### src/rtl/hca_subtractor_pipe.sv
// Pipelined subtractor D = X - Y - BIN using a Han-Carlson prefix borrow network.
// Latency: 3 register stages; an item captured into stage 1 on a clock edge is on the outputs after the 3rd edge.
// Backpressure: each stage's valid/ready collapses bubbles; IN_READY drops only when all 3 stages hold items and OUT_READY=0.
//
// Ports:
//   CLK, RST              clock, synchronous active-high reset
//   IN_VALID / IN_READY   input handshake for X, Y, BIN
//   X, Y [W-1:0], BIN     minuend, subtrahend, borrow-in
//   OUT_VALID / OUT_READY output handshake for D, BOUT, OVF, ZERO
//   D [W-1:0]             difference modulo 2^W
//   BOUT                  unsigned borrow-out (X < Y + BIN)
//   OVF                   signed overflow
//   ZERO                  D == 0
module hca_subtractor_pipe #(
  parameter int W = 29
) (
  input  logic         CLK,
  input  logic         RST,
  input  logic         IN_VALID,
  output logic         IN_READY,
  input  logic [W-1:0] X,
  input  logic [W-1:0] Y,
  input  logic         BIN,
  output logic         OUT_VALID,
  input  logic         OUT_READY,
  output logic [W-1:0] D,
  output logic         BOUT,
  output logic         OVF,
  output logic         ZERO
);

  typedef struct packed {
    logic [W-1:0] g;
    logic [W-1:0] p;
  } gp_t;

  // Level 1: every odd bit absorbs its even neighbour below.
  function automatic gp_t level_first(input gp_t a);
    gp_t r;
    r = a;
    for (int i = 1; i < W; i += 2) begin
      r.g[i] = a.g[i] | (a.p[i] & a.g[i-1]);
      r.p[i] = a.p[i] & a.p[i-1];
    end
    return r;
  endfunction

  // Kogge-Stone over the odd bits only, spans 2, 4, 8, ... below W.
  // After these levels every odd bit i holds the group term for bits [0..i].
  function automatic gp_t levels_odd(input gp_t a);
    gp_t cur;
    gp_t nxt;
    cur = a;
    for (int s = 2; s < W; s = s * 2) begin
      nxt = cur;
      for (int i = 1; i < W; i += 2) begin
        if (i >= s) begin
          nxt.g[i] = cur.g[i] | (cur.p[i] & cur.g[i-s]);
          nxt.p[i] = cur.p[i] & cur.p[i-s];
        end
      end
      cur = nxt;
    end
    return cur;
  endfunction

  // Final level: even bits from 2 upward pick up the completed odd group below.
  function automatic gp_t level_last(input gp_t a);
    gp_t r;
    r = a;
    for (int i = 2; i < W; i += 2) begin
      r.g[i] = a.g[i] | (a.p[i] & a.g[i-1]);
      r.p[i] = a.p[i] & a.p[i-1];
    end
    return r;
  endfunction

  // Flow control
  logic r_v1, r_v2, r_v3;
  logic w_adv1, w_adv2, w_adv3;

  assign w_adv3   = ~r_v3 | OUT_READY;
  assign w_adv2   = ~r_v2 | w_adv3;
  assign w_adv1   = ~r_v1 | w_adv2;
  assign IN_READY = w_adv1;

  // Stage 0 -> 1: generate/propagate on X and ~Y, carry-in is ~BIN.
  gp_t w_gp0;
  gp_t w_gp1;
  assign w_gp0.g = X & ~Y;
  assign w_gp0.p = X ^ ~Y;
  assign w_gp1   = level_first(w_gp0);

  gp_t          r1_gp;
  logic [W-1:0] r1_p0;
  logic         r1_cin, r1_xs, r1_ys;

  // Stage 1 -> 2
  gp_t w_gp2;
  assign w_gp2 = levels_odd(r1_gp);

  gp_t          r2_gp;
  logic [W-1:0] r2_p0;
  logic         r2_cin, r2_xs, r2_ys;

  // Stage 2 -> 3: last prefix level, carries, sum and flags.
  gp_t          w_gp3;
  logic [W:0]   w_c;
  logic [W-1:0] w_d;
  logic         w_bout, w_ovf, w_zero;

  assign w_gp3 = level_last(r2_gp);

  always_comb begin
    w_c    = '0;
    w_c[0] = r2_cin;
    for (int i = 1; i <= W; i++) begin
      w_c[i] = w_gp3.g[i-1] | (w_gp3.p[i-1] & r2_cin);
    end
  end

  assign w_d    = r2_p0 ^ w_c[W-1:0];
  // Carry-out of X + ~Y + ~BIN set means no borrow.
  assign w_bout = ~w_c[W];
  assign w_ovf  = (r2_xs ^ r2_ys) & (w_d[W-1] ^ r2_xs);
  assign w_zero = ~|w_d;

  logic [W-1:0] r_d;
  logic         r_bout, r_ovf, r_zero;

  always_ff @(posedge CLK) begin
    if (RST) begin
      r_v1   <= 1'b0;
      r_v2   <= 1'b0;
      r_v3   <= 1'b0;
      r_d    <= '0;
      r_bout <= 1'b0;
      r_ovf  <= 1'b0;
      r_zero <= 1'b0;
    end else begin
      // Data registers only load with a valid item so bubbles never disturb them.
      if (w_adv1) begin
        r_v1 <= IN_VALID;
        if (IN_VALID) begin
          r1_gp  <= w_gp1;
          r1_p0  <= w_gp0.p;
          r1_cin <= ~BIN;
          r1_xs  <= X[W-1];
          r1_ys  <= Y[W-1];
        end
      end
      if (w_adv2) begin
        r_v2 <= r_v1;
        if (r_v1) begin
          r2_gp  <= w_gp2;
          r2_p0  <= r1_p0;
          r2_cin <= r1_cin;
          r2_xs  <= r1_xs;
          r2_ys  <= r1_ys;
        end
      end
      if (w_adv3) begin
        r_v3 <= r_v2;
        if (r_v2) begin
          r_d    <= w_d;
          r_bout <= w_bout;
          r_ovf  <= w_ovf;
          r_zero <= w_zero;
        end
      end
    end
  end

  assign OUT_VALID = r_v3;
  assign D         = r_d;
  assign BOUT      = r_bout;
  assign OVF       = r_ovf;
  assign ZERO      = r_zero;

endmodule

### config.mk
export PLATFORM = sky130hd
export DESIGN_NAME = hca_subtractor_pipe
export DESIGN_NICKNAME = d
export VERILOG_FILES = /design/src/rtl/hca_subtractor_pipe.sv
export SDC_FILE = /design/constraint.sdc
export NUM_CORES = 1
export LEC_CHECK = 0
export CAP_MARGIN = 20
export CELL_PAD_IN_SITES_DETAIL_PLACEMENT = 0
export CELL_PAD_IN_SITES_GLOBAL_PLACEMENT = 1
export CORE_ASPECT_RATIO = 0.75
export CORE_MARGIN = 5
export CORE_UTILIZATION = 41
export DETAILED_ROUTE_END_ITERATION = 8
export PLACE_DENSITY = 0.83
export SETUP_SLACK_MARGIN = 0.02
export SYNTH_ARGS = -nofsm -noshare
export SYNTH_HDL_FRONTEND = slang
export SYNTH_SLANG_ARGS = --single-unit
export TNS_END_PERCENT = 1
### constraint.sdc
create_clock -name CLK -period 8.1 [get_ports CLK]
set_input_delay 1.62 -clock CLK [delete_from_list [all_inputs] [get_ports CLK]]
set_output_delay 1.62 -clock CLK [all_outputs]
set_load 0.01 [all_outputs]
; ---- Word-level counts from Yosys, hierarchy flattened
; Cells that the tools add are included.
[classes]
n_bitwise = 281
reduce_logical = 5
[ops]
columns = operator, n
row1 = $and A1 B1 Y1, 168
row2 = $or A1 B1 Y1, 101
row3 = $xor A29 B29 Y29, 2
row4 = $and A29 B29 Y29, 1
row5 = $not A29 Y29, 1
row6 = $reduce_or A29 Y1, 1
row7 = $not A1 Y1, 6
row8 = $reduce_and A3 Y1, 2
row9 = $reduce_and A2 Y1, 1
row10 = $xor A1 B1 Y1, 2
row11 = $logic_not A1 Y1, 1
[totals]
ff_bits = 215
inputBits = 63
out_inout_bits = 34
wordCells = 305

; ---- Depth between registers and ports, before layout
; Gate-level depths: netlist (run 1).
[depth]
ltp_word = 7
depth_mapped = 7
ltp_nobuf = 7

; ---- Worst setup path before layout (run 1)
; No wires, ideal clock.
[synth_timing]
path_type = input to register
start = in OUT_READY
end = reg r1_cin, enable pin
setup_ps = 616
arrival_time_ps = 7340
required_ps = 7484
path_slack_ps = 144
cell_stages = 3
path_buffers = 0
path_cell_list = nor2b_1 and3_1 nor3b_1
[synth_via]
elab_chain_cells = 4
[synth_lines]
columns = item, line_no
row1 = from (decl), 25  ; input logic OUT_READY,
row2 = $or A1 B1 Y1, 82  ; assign w_adv3 = ~r_v3 | OUT_READY;
row3 = $or A1 B1 Y1, 83  ; assign w_adv2 = ~r_v2 | w_adv3;
row4 = $or A1 B1 Y1, 84  ; assign w_adv1 = ~r_v1 | w_adv2;
row5 = $reduce_and A3 Y1 (no line), -
row6 = to (signal assigned), 147  ; r1_cin <= ~BIN;
row7 = to (decl), 96  ; logic r1_cin, r1_xs, r1_ys;
; Every way passes these cells.
; A chain may end at the register's enable or synchronous reset.

; ---- Worst setup path after layout (run 1)
[layout_timing]
start = in OUT_READY
end = out IN_READY
[layout_via]
elab_chain_cells = 3
[layout_lines]
columns = item, line_no
row1 = $or A1 B1 Y1, 82
row2 = $or A1 B1 Y1, 83
row3 = $or A1 B1 Y1, 84
row4 = to (decl), 20  ; output logic IN_READY,
; Every way passes these cells.

==> impl_metrics.json, run 1 <==
{
  "outcome": "finished clean",
  "ioPinCount": 97,
  "cp_bufs_invs": 3,
  "cp_data_required_time_ps": 6480,
  "proportion_of_synthesized_chip_area_in_sequential_cells": 0.719,
  "tritoncts": "yes",
  "crit-reg2reg-launch": "r2_cin",
  "floorplan.die.height_um": 125,
  "pwr_density_cell_nw_per_um2": 221,
  "cts.reportedPaths.clkPinSlew_ps": 60,
  "ctsResizeCount": 0,
  "worst_clock_skew_ps": 6.50,
  "gr-total-overflow": 0,
  "critical_path_peak_fanout": 5,
  "detailedPlacementHpwl_mm": 9.49,
  "ir_drop_uv": 106,
  "part_of_the_total_power_dissipated_in_combinational_logic": 0.063,
  "routed-via-count": 4097,
  "totalNegativeSetupSlack_ps": 0,
  "grt_first_pass_wirelength_mm": 21.3,
  "placement_rows": 42,
  "delay_of_the_slowest_cell_on_the_worst_path_ps": 480,
  "power.sequential.fraction": 0.547,
  "ctsHoldBuffers": 0,
  "final_max_slew_viol_count": 0,
  "insertedDiodeCount": 0,
  "post_syn_area_per_cell_um2": 14.1,
  "grt_antenna_before_repair": 0,
  "count_of_buffers_inserted_at_the_top_level_ports": 96,
  "mappedNetlistNets": 605,
  "yosysTopAreaCell": "edfxtp_1",
  "yosysTopAreaCellShare": 0.622,
  "cell_variety_after_synth": 36,
  "worst_skew_pair.late_latency_ps": 430,
  "floorplan.core_area_um2": 17500,
  "setup.worst_path.start_class": "input pin",
  "critical_path.most_common_cell": "clkdlybuf4s50_1",
  "timing.fmax_mhz": 212,
  "place_congestion": 0.761,
  "rsz0062_at_grt": "false",
  "cellLeakagePower_nw": 3.28,
  "yosysWarningCount": 0,
  "per_cell_routed_wire_length_um": 15.1,
  "layout_commonest_cell": "edfxtp_1",
  "r2r_end": "ZERO",
  "vias_per_cell": 4.69,
  "kind_of_capture_point_of_the_worst_setup_path": "primary output",
  "route.final.wire_length_mm": 13.2,
  "grt_pass1_vias": 4205,
  "cts_root_buf": "clkbuf_16",
  "finalCriticalPeriod_ps": 4710,
  "cpMaxStageDelayCell": "clkdlybuf4s50_1",
  "p_switching_uw": 411,
  "grtUsageTotal": 0.136,
  "finish.net_count": 713,
  "cts_inserted_buffers": 17,
  "cts_sinks": 185,
  "largest_net_degree_at_the_start_of_global_routing": 76,
  "cp.arrival_ps": 3090,
  "timing_worst_setup_path_type": "in -> out",
  "postSynthRegisterBits": 185,
  "die_width_um": 163,
  "post-route-util": 0.518,
  "floorplan.initialDensity": 0.414,
  "hold_path.class": "reg -> reg",
  "cts_setup_buffers": 0,
  "worst_slew_margin_rel": 0.374,
  "timing.hold.worst.start": "r1_xs",
  "internal_power_mw": 1.59,
  "power.switching_fraction": 0.205,
  "area_of_the_die_um2": 20500,
  "min_period_over_period": 0.582,
  "drt_first_iter_violations": 250,
  "ant_nets": 0,
  "layout_cell_share_with_drive_strength_beyond_1": 0.0775,
  "final.hold.worst_slack_ps": 413,
  "route.detailed.drc": 0,
  "cells_traversed_along_the_worst_timing_path": "clkdlybuf4s50_1 > nor2b_1 > and3_1 > inv_1 > clkdlybuf4s50_1",
  "hold_depth": 0,
  "hold_path_end": "r2_xs",
  "cts.htree.levels": 4,
  "tightest_slew_ps": 939,
  "power_frac_clock": 0.390,
  "r2r_slack_ps": 5760,
  "mostFrequentLayoutCells": "edfxtp_1, clkdlybuf4s50_1, nand2_1, a21oi_1, dfxtp_1",
  "number_of_detailed_route_iterations_in_the_first_pass": 4,
  "synth.area.top_cells": "edfxtp_1, dfxtp_1, ha_1",
  "clk_path_buf_depth": 2,
  "netlist_instances": 512,
  "fillCellCount": 1504,
  "syn_to_final_growth_pct": 25.1,
  "netlist_area_um2": 7240,
  "report.final.hold_viol_count": 0,
  "rr_worst_depth": 6,
  "detailed_place.area_um2": 8500,
  "cell_family_with_the_largest_share_of_critical_path_delay": "buffers and inverters",
  "layout.cell_area.non_filler_um2": 9060,
  "max_cap_viol_count": 0,
  "setup_violations": 0
}
==> power groups by stage <==
| stage | clock network (mW) | logic (mW) | registers [mW] |
|---|---|---|---|
| 2_1_floorplan | 0 | 0.0618 | 1.12 |
| 4_1_cts | 0.800 | 0.129 | 1.10 |
| 5_1_grt | 0.841 | 0.142 | 1.10 |
| 6_report | 0.781 | 0.127 | 1.10 |
| 3_3_place_gp | 0 | 0.124 | 1.11 |
| 3_5_place_dp | 0 | 0.128 | 1.12 |
==> cell usage after synthesis, drive strengths merged <==
| master | number |
|---|---|
| nand2b | 1 |
| o31ai | 1 |
| clkbuf | 11 |
| nand3 | 2 |
| nand4 | 1 |
| edfxtp | 150 |
| nand3b | 2 |
| nand2 | 57 |
| and4 | 1 |
| nor2 | 23 |
| a21oi | 47 |
| o21ai | 4 |
| and2 | 20 |
| or3b | 1 |
| nor3 | 3 |
| o311ai | 1 |
| a21o | 33 |
| nor2b | 8 |
| xor2 | 9 |
| a31oi | 2 |
| a311oi | 1 |
| inv | 35 |
| ha | 30 |
| or4 | 1 |
| xnor2 | 20 |
| nor3b | 2 |
| nor4 | 6 |
| buf | 1 |
| dfxtp | 35 |
| and3 | 4 |
==> per-layer routing <==
layer	up-vias	GRT usage	part of all wire
met5	-	0	0
met4	0	0.0414	0.013
met3	14	0.0533	0.084
met2	123	0.205	0.46
met1	1918	0.183	0.45
li1	2042	-	-
==> flip-flops by register name (all words and copies together), names as in the netlist, 14 cells and up <==
name and cells:
r1_gp 58, r2_gp 58, r1_p0 14, D 29, r2_p0 14
==> worst max-delay path by stage <==
stage          startpoint  cells after the start       end
2_1_floorplan   OUT_READY                      3    r1_cin
3_3_place_gp    OUT_READY                      5  IN_READY
3_5_place_dp    OUT_READY                      5  IN_READY
4_1_cts         OUT_READY                      5  IN_READY
5_1_grt         OUT_READY                      5  IN_READY
6_report        OUT_READY                      5  IN_READY
==> final cells by class <==
type	instances	area [um2]	area share
flip-flops and latches	185	5200	0.574
multi-input cells	280	1870	0.206
repair buffers	101	998	0.110
clock buffers	18	429	0.0473
well taps	242	303	0.0334
inverters	35	131	0.0145
clock inverters	13	130	0.0144
==> stage by stage <==
step	power, mW	cells	worst slack (ps)
finish	2.00	874	3390
global route	2.08	874	3290
CTS	2.03	874	3370
detailed placement	1.24	843	3370
global placement	1.24	843	3440
floorplan	1.18	512	144
==> cells by family (layout without fill, tap and decap cells) <==
logic type | count (synthesis) | after routing | synth area share
adder cells (fa/ha/maj) | 30 | 30 | 0.0518
XOR/XNOR | 29 | 29 | 0.0351
AO/OA/AOI/OAI | 89 | 89 | 0.0798
flip-flops | 185 | 185 | 0.719
buffers and inverters | 47 | 167 | 0.0254
AND/OR/NAND/NOR | 132 | 132 | 0.0893
(Power assumes the default switching activity.)
==> run 2, diff against run 1 <==
==> constraint.sdc (replaced) <==
create_clock -name CLK -period 3.9 [get_ports CLK]
set_input_delay 0.78 -clock CLK [delete_from_list [all_inputs] [get_ports CLK]]
set_output_delay 0.78 -clock CLK [all_outputs]
set_load 0.01 [all_outputs]
==> run 2 against run 1 <==
Effect of this change: worst hold slack better by 5.6 ps; critical path depth unchanged; non-clock buffer count unchanged; cell area up 0.94%; cell count up 0.11%; count of clock-buffer cells in the layout down 1; flip-flop and latch count unchanged; total power up 110%; first-iteration DRC count down 13%; register-to-register slack worse by 4300 ps; critical path type unchanged; critical endpoint unchanged.
==> impl_metrics.json, run 2 (synthesized netlist as in run 1, its figures left out) <==
{
  "clk_path_buf_depth": 2,
  "grtUsageTotal": 0.135,
  "pwr_density_cell_nw_per_um2": 467,
  "ctsHoldBuffers": 0,
  "cp.arrival_ps": 2290,
  "cp_data_required_time_ps": 3120,
  "place_congestion": 0.755,
  "kind_of_capture_point_of_the_worst_setup_path": "primary output",
  "drt_first_iter_violations": 218,
  "worst_clock_skew_ps": 9.99,
  "floorplan.initialDensity": 0.414,
  "outcome": "finished clean",
  "report.final.hold_viol_count": 0,
  "layout.cells.non_filler": 875,
  "number_of_detailed_route_iterations_in_the_first_pass": 5,
  "critical_path_peak_fanout": 5,
  "dp_cells": 843,
  "area_of_the_die_um2": 20500,
  "vias_per_cell": 4.73,
  "final_max_slew_viol_count": 0,
  "timing_worst_setup_path_type": "in -> out",
  "cellLeakagePower_nw": 3.31,
  "per_cell_routed_wire_length_um": 15.1,
  "layout.area.seq_um2": 5200,
  "fillCellCount": 1463,
  "cts_root_buf": "clkbuf_16",
  "route.detailed.drc": 0,
  "rsz0062_at_grt": "false",
  "setup.worst_path.start_class": "input pin",
  "ioPinCount": 97,
  "min_period_over_period": 0.788,
  "insertedDiodeCount": 0,
  "floorplan.die.height_um": 125,
  "final_ws_setup_ps": 827,
  "tightest_slew_ps": 778,
  "cts.htree.levels": 4,
  "floorplan.core_area_um2": 17500,
  "worst_skew_pair.late_latency_ps": 430,
  "max_cap_viol_count": 0,
  "multi_input_area_um2": 1880,
  "cts.reportedPaths.clkPinSlew_ps": 70,
  "cts_setup_buffers": 0,
  "largest_net_degree_at_the_start_of_global_routing": 76,
  "ir_drop_uv": 238,
  "placement_rows": 42,
  "tritoncts": "yes",
  "timing.fmax_mhz": 325,
  "grt_antenna_before_repair": 0,
  "final.hold.worst_slack_ps": 419,
  "worst_slew_margin_rel": 0.481,
  "grt_pass1_vias": 4252,
  "layout_cell_share_with_drive_strength_beyond_1": 0.0853,
  "finalCriticalPeriod_ps": 3070,
  "post-route-util": 0.523,
  "setup_violations": 0,
  "placement.setup.worst_slack_ps": 817,
  "die_width_um": 163,
  "cts_sinks": 185,
  "ctsResizeCount": 0,
  "route.final.wire_length_mm": 13.2,
  "gr-total-overflow": 0,
  "grt_first_pass_wirelength_mm": 21.2,
  "cts_inserted_buffers": 17,
  "ant_nets": 0,
  "finish.net_count": 713,
  "count_of_buffers_inserted_at_the_top_level_ports": 96,
  "hold_path.class": "reg -> reg",
  "detailedPlacementHpwl_mm": 9.41,
  "layout_commonest_cell": "edfxtp_1",
  "totalNegativeSetupSlack_ps": 0,
  "syn_to_final_growth_pct": 26.3,
  "routed-via-count": 4138,
  "mostFrequentLayoutCells": "edfxtp_1, clkdlybuf4s50_1, nand2_1, a21oi_1, dfxtp_1"
}
[run 2: path summary, 6_finish.rpt]
kind,startpoint,slack [ps],to,cells past startpoint
worst min-delay path,r1_gp[22],420,r2_gp[22],0
worst min register to register,r1_gp[22],420,r2_gp[22],0
worst max-delay path,OUT_READY,830,IN_READY,5
worst max register to register,r2_cin,1460,ZERO,6
[run 2: layout make-up]
class,count,area share
repair buffers,101,0.112
clock buffers,17,0.0465
clock inverters,15,0.0198
flip-flops and latches,185,0.569
multi-input cells,280,0.205
well taps,242,0.0331
inverters,35,0.0144
[run 2: critical path: stages]
cell	delay (ps)
clkdlybuf4s50_1	400
nor2b_1	280
and3_1	290
inv_1	60
clkdlybuf4s50_1	480
[run 2: where the power goes]
group | internal [mW] | switching (mW) | leakage (nW) | total (mW)
clock network | 0.973 | 0.761 | 0.287 | 1.73
registers | 2.24 | 0.0348 | 1.64 | 2.27
logic | 0.138 | 0.130 | 1.38 | 0.268
total | 3.35 | 0.925 | 3.31 | 4.27
[run 2: metal layers]
layer | GRT usage | share of wire | up-vias | routed length [um]
met4 | 0.0414 | 0.012 | 0 | 163
li1 | - | - | 2048 | -
met5 | 0 | 0 | - | 0
met2 | 0.210 | 0.46 | 114 | 6050
met1 | 0.176 | 0.45 | 1962 | 5910
met3 | 0.0510 | 0.084 | 14 | 1110
[run 2: per-stage QoR]
stage | cell area, um2 | total power, mW
after detailed placement | 8540 | 2.59
after global placement | 8540 | 2.58
after global routing | 9150 | 4.44
after CTS | 9150 | 4.32
final | 9150 | 4.27
after floorplan | 7250 | 2.44
==> run 3, diff against run 2 <==
--- a/config.mk
+++ b/config.mk
@@ -10,9 +10,9 @@
 export CELL_PAD_IN_SITES_GLOBAL_PLACEMENT = 1
 export CORE_ASPECT_RATIO = 0.75
 export CORE_MARGIN = 5
-export CORE_UTILIZATION = 41
+export CORE_UTILIZATION = 45
 export DETAILED_ROUTE_END_ITERATION = 8
-export PLACE_DENSITY = 0.83
+export PLACE_DENSITY = 0.86
 export SETUP_SLACK_MARGIN = 0.02
 export SYNTH_ARGS = -nofsm -noshare
 export SYNTH_HDL_FRONTEND = slang
==> constraint.sdc (replaced) <==
create_clock -name CLK -period 2.9 [get_ports CLK]
set_input_delay 0.58 -clock CLK [delete_from_list [all_inputs] [get_ports CLK]]
set_output_delay 0.58 -clock CLK [all_outputs]
set_load 0.01 [all_outputs]
==> run 3 against run 2 <==
Effect of this change: critical path depth unchanged; routed wire length increased by 1.9%; cell count down 2.7%; cell area up 0.64%; clock power grew 34%; non-clock buffer count is 8 higher; sequential power up 35%; largest cell class unchanged; highest routed layer unchanged.
==> impl_metrics.json, run 3 (synthesized netlist as in run 1, its figures left out) <==
{
  "count_of_buffers_inserted_at_the_top_level_ports": 96,
  "area_of_the_die_um2": 18800,
  "grtUsageTotal": 0.152,
  "detailed_place.area_um2": 8610,
  "die_width_um": 156,
  "route.detailed.drc": 0,
  "placement.setup.worst_slack_ps": 369,
  "grt_pass1_vias": 4150,
  "report.final.hold_viol_count": 0,
  "vias_per_cell": 4.85,
  "layout.cells.non_filler": 851,
  "worst_slew_margin_rel": 0.476,
  "routed-via-count": 4129,
  "cts_sinks": 185,
  "largest_net_degree_at_the_start_of_global_routing": 35,
  "ir_drop_uv": 401,
  "cts.htree.levels": 4,
  "timing_worst_setup_path_type": "in -> out",
  "syn_to_final_growth_pct": 27.1,
  "final_max_slew_viol_count": 0,
  "worst_clock_skew_ps": 7.84,
  "pwr_density_cell_nw_per_um2": 625,
  "finish.net_count": 721,
  "ctsResizeCount": 0,
  "ctsHoldBuffers": 0,
  "layout.cell_area.non_filler_um2": 9210,
  "cts.reportedPaths.clkPinSlew_ps": 60,
  "insertedDiodeCount": 0,
  "timing.fmax_mhz": 396,
  "tritoncts": "yes",
  "layout_cell_share_with_drive_strength_beyond_1": 0.0874,
  "grt_antenna_before_repair": 0,
  "floorplan.initialDensity": 0.455,
  "critical_path_peak_fanout": 5,
  "tightest_slew_ps": 785,
  "mostFrequentLayoutCells": "edfxtp_1, clkdlybuf4s50_1, nand2_1, a21oi_1, dfxtp_1",
  "setup_violations": 0,
  "cts_root_buf": "clkbuf_16",
  "outcome": "finished clean",
  "dp_cells": 819,
  "rsz0062_at_grt": "false",
  "totalNegativeSetupSlack_ps": 0,
  "cp_data_required_time_ps": 2320,
  "kind_of_capture_point_of_the_worst_setup_path": "primary output",
  "finalCriticalPeriod_ps": 2520,
  "detailedPlacementHpwl_mm": 9.92,
  "layout_commonest_cell": "edfxtp_1",
  "hold_path.class": "reg -> reg",
  "gr-total-overflow": 0,
  "worst_skew_pair.late_latency_ps": 420,
  "cts_setup_buffers": 0,
  "ant_nets": 0,
  "place_congestion": 0.813,
  "cp.arrival_ps": 1940,
  "ioPinCount": 97,
  "final_ws_setup_ps": 376,
  "floorplan.core_area_um2": 15900,
  "finalPower_mw": 5.75,
  "route.final.wire_length_mm": 13.5,
  "fillCellCount": 1223,
  "cellLeakagePower_nw": 3.36,
  "max_cap_viol_count": 0,
  "cts_inserted_buffers": 17,
  "clk_path_buf_depth": 2,
  "number_of_detailed_route_iterations_in_the_first_pass": 4,
  "min_period_over_period": 0.870,
  "grt_first_pass_wirelength_mm": 21.7,
  "per_cell_routed_wire_length_um": 15.8,
  "floorplan.die.height_um": 120,
  "placement_rows": 40,
  "drt_first_iter_violations": 302,
  "setup.worst_path.start_class": "input pin"
}
## run 3: stage by stage
step           utilization  hold WS [ps]
3_5_place_dp         0.541           405
4_1_cts              0.579           418
2_1_floorplan            -           400
3_3_place_gp         0.541           402
5_1_grt              0.579           419
6_report             0.579           417
## run 3: report_power, final
part | internal (mW) | switching, mW | total (mW)
clock network | 1.43 | 0.888 | 2.32
logic | 0.198 | 0.181 | 0.379
registers | 3.01 | 0.0485 | 3.06
total | 4.64 | 1.12 | 5.75
## run 3: worst paths after layout
path                            slack (ps)        end  cells after the start  startpoint
worst max-delay path                   380   IN_READY                      5   OUT_READY
worst min-delay path                   420  r2_gp[57]                      0   r1_gp[57]
worst max register to register         590       ZERO                      6      r2_cin
worst min register to register         420  r2_gp[57]                      0   r1_gp[57]
## run 3: final cells by class
class | instances | area (um2) | share of cell area
clock buffers | 21 | 440 | 0.0478
clock inverters | 11 | 153 | 0.0166
inverters | 35 | 131 | 0.0143
flip-flops and latches | 185 | 5200 | 0.565
repair buffers | 109 | 1120 | 0.122
well taps | 210 | 263 | 0.0285
multi-input cells | 280 | 1890 | 0.206
## run 3: routing by layer
metal | global-route usage | share of wire | vias up
li1 | - | - | 2063
met1 | 0.211 | 0.46 | 1923
met2 | 0.230 | 0.45 | 127
met3 | 0.0411 | 0.066 | 16
met4 | 0.0591 | 0.016 | 0
met5 | 0 | 0 | -
## run 3: critical path: stages
cell and delay, ps:
clkdlybuf4s50_1 450, nor2b_4 180, and3_4 230, inv_1 40, clkdlybuf4s50_1 470
==> RTL change, RTL diff (settings of run 3) <==
Change the parameter `W` from 29 to 33.
--- a/src/rtl/hca_subtractor_pipe.sv
+++ b/src/rtl/hca_subtractor_pipe.sv
@@ -12,7 +12,7 @@
 //   OVF                   signed overflow
 //   ZERO                  D == 0
 module hca_subtractor_pipe #(
-  parameter int W = 29
+  parameter int W = 33
 ) (
   input  logic         CLK,
   input  logic         RST,
Ports: changed (resized D, X and Y); port bits go from 97 to 109. No check against the original RTL was run, so the function may have changed too.
==> RTL change against run 3 <==
Sequential cell count increased by 24. Design area increased by 11%. First-iteration DRC count increased by 2.6%. Global-route usage decreased by 0.48 points. Total power increased by 12%. Final cell count increased by 12%. Sequential power increased by 13%. Clock power increased by 12%. Count of clock-buffer cells in the layout increased by 12. Synthesized area increased by 12%. Wire length increased by 16%. Worst hold slack got worse by 0.00078 ns. Core utilization decreased by 0.061 points. Setup slack got worse by 0.10 ns. Critical path type unchanged. Critical endpoint unchanged. Largest cell class unchanged. Highest routed layer unchanged.
==> RTL change: results (changes against run 3) <==
- Nets in the synthesized netlist: 679 (+12%)
- Smallest hold slack: 0.416 ns (-0.000776 ns)
- Sequential logic power: 3.46 mW (+13%)
- Average vias per placed instance: 4.92 (+1.3%)
- HPWL after DPL: 11,100 um (+12%)
- Largest net degree at the start of global routing: 86 (+150%)
- First-pass GRT wire length: 24,500 um (+13%)
- Number of cells produced by synthesis: 574 (+12%)
- Dominant cells by area after synthesis: sky130_fd_sc_hd__edfxtp_1 63%, sky130_fd_sc_hd__dfxtp_1 9.6%, sky130_fd_sc_hd__ha_1 5.2%
- Area fraction in compound gates after synthesis: 7.96% (-0.024 points)
- Clock sink count: 209 (+13%)
- Routed length on met3: 1140 um (+28%)
- Iteration-0 DRC Markers: 310 (+2.6%)
- Post-layout nets: 803 (+11%)
- Port Buffers: 108 (+13%)
- Total number of multi-input combinational cells: 314 (+12%)
- Overall routing resource usage: 14.8% (-0.48 points)
- Number of H-tree levels: 1 (-3)
- Number of optimization iterations in the first detailed-route pass: 5 (+1)
- Hold Startpoint: r1_p0[1]
- Routed WL: 15,600 um (+16%)
- Met2 track utilization from global routing: 23.9% (+0.88 points)
- Number of non-clock buffers: 116 (+6.4%)
- Fill cell total of the finished layout: 1,385 (+13%)
- Number of global-route vias before repair: 4,705 (+13%)
- Number of synthesized flops with an enable pin: 170 (+13%)
- Clock Network Area Fraction: 6.52% (+0.075 points)
- Tmin final: 2.63 ns (+0.101 ns)
- Non-clock buffer contribution to total cell area: 11.3% (-0.83 points)
- Path depth of the worst reg2reg path: 4 (-2)
- Non-clock inverter count in the final layout: 36 (+2.9%)
- Status: finished, final reports clean
- Cell leakage power: 3.78 nW (+12%)
- GR met3 Demand/Resource: 3.24% (-0.87 points)
- Placement Setup Slack: 0.292 ns (-0.0768 ns)
==> RTL change: changes by cell type after synthesis, moves of 3 or more <==
cell / change
sky130_fd_sc_hd__dfxtp_1: +4
sky130_fd_sc_hd__nor2_1: +11
sky130_fd_sc_hd__ha_1: +4
sky130_fd_sc_hd__edfxtp_1: +20
sky130_fd_sc_hd__xnor2_1: -6
sky130_fd_sc_hd__a21o_1: +8
sky130_fd_sc_hd__o21ai_0: -3
sky130_fd_sc_hd__and2_1: +5
sky130_fd_sc_hd__a21oi_1: +11
sky130_fd_sc_hd__a21oi_2: -5
sky130_fd_sc_hd__or4_1: +3
sky130_fd_sc_hd__xor2_1: +9
==> RTL change: worst register-to-register path, stage by stage, from the launching register on <==
cell                       delay [ns]
sky130_fd_sc_hd__edfxtp_1        0.83
sky130_fd_sc_hd__ha_1            0.39
sky130_fd_sc_hd__or4_1           0.56
sky130_fd_sc_hd__nor4_1          0.25
sky130_fd_sc_hd__a31o_1          0.17
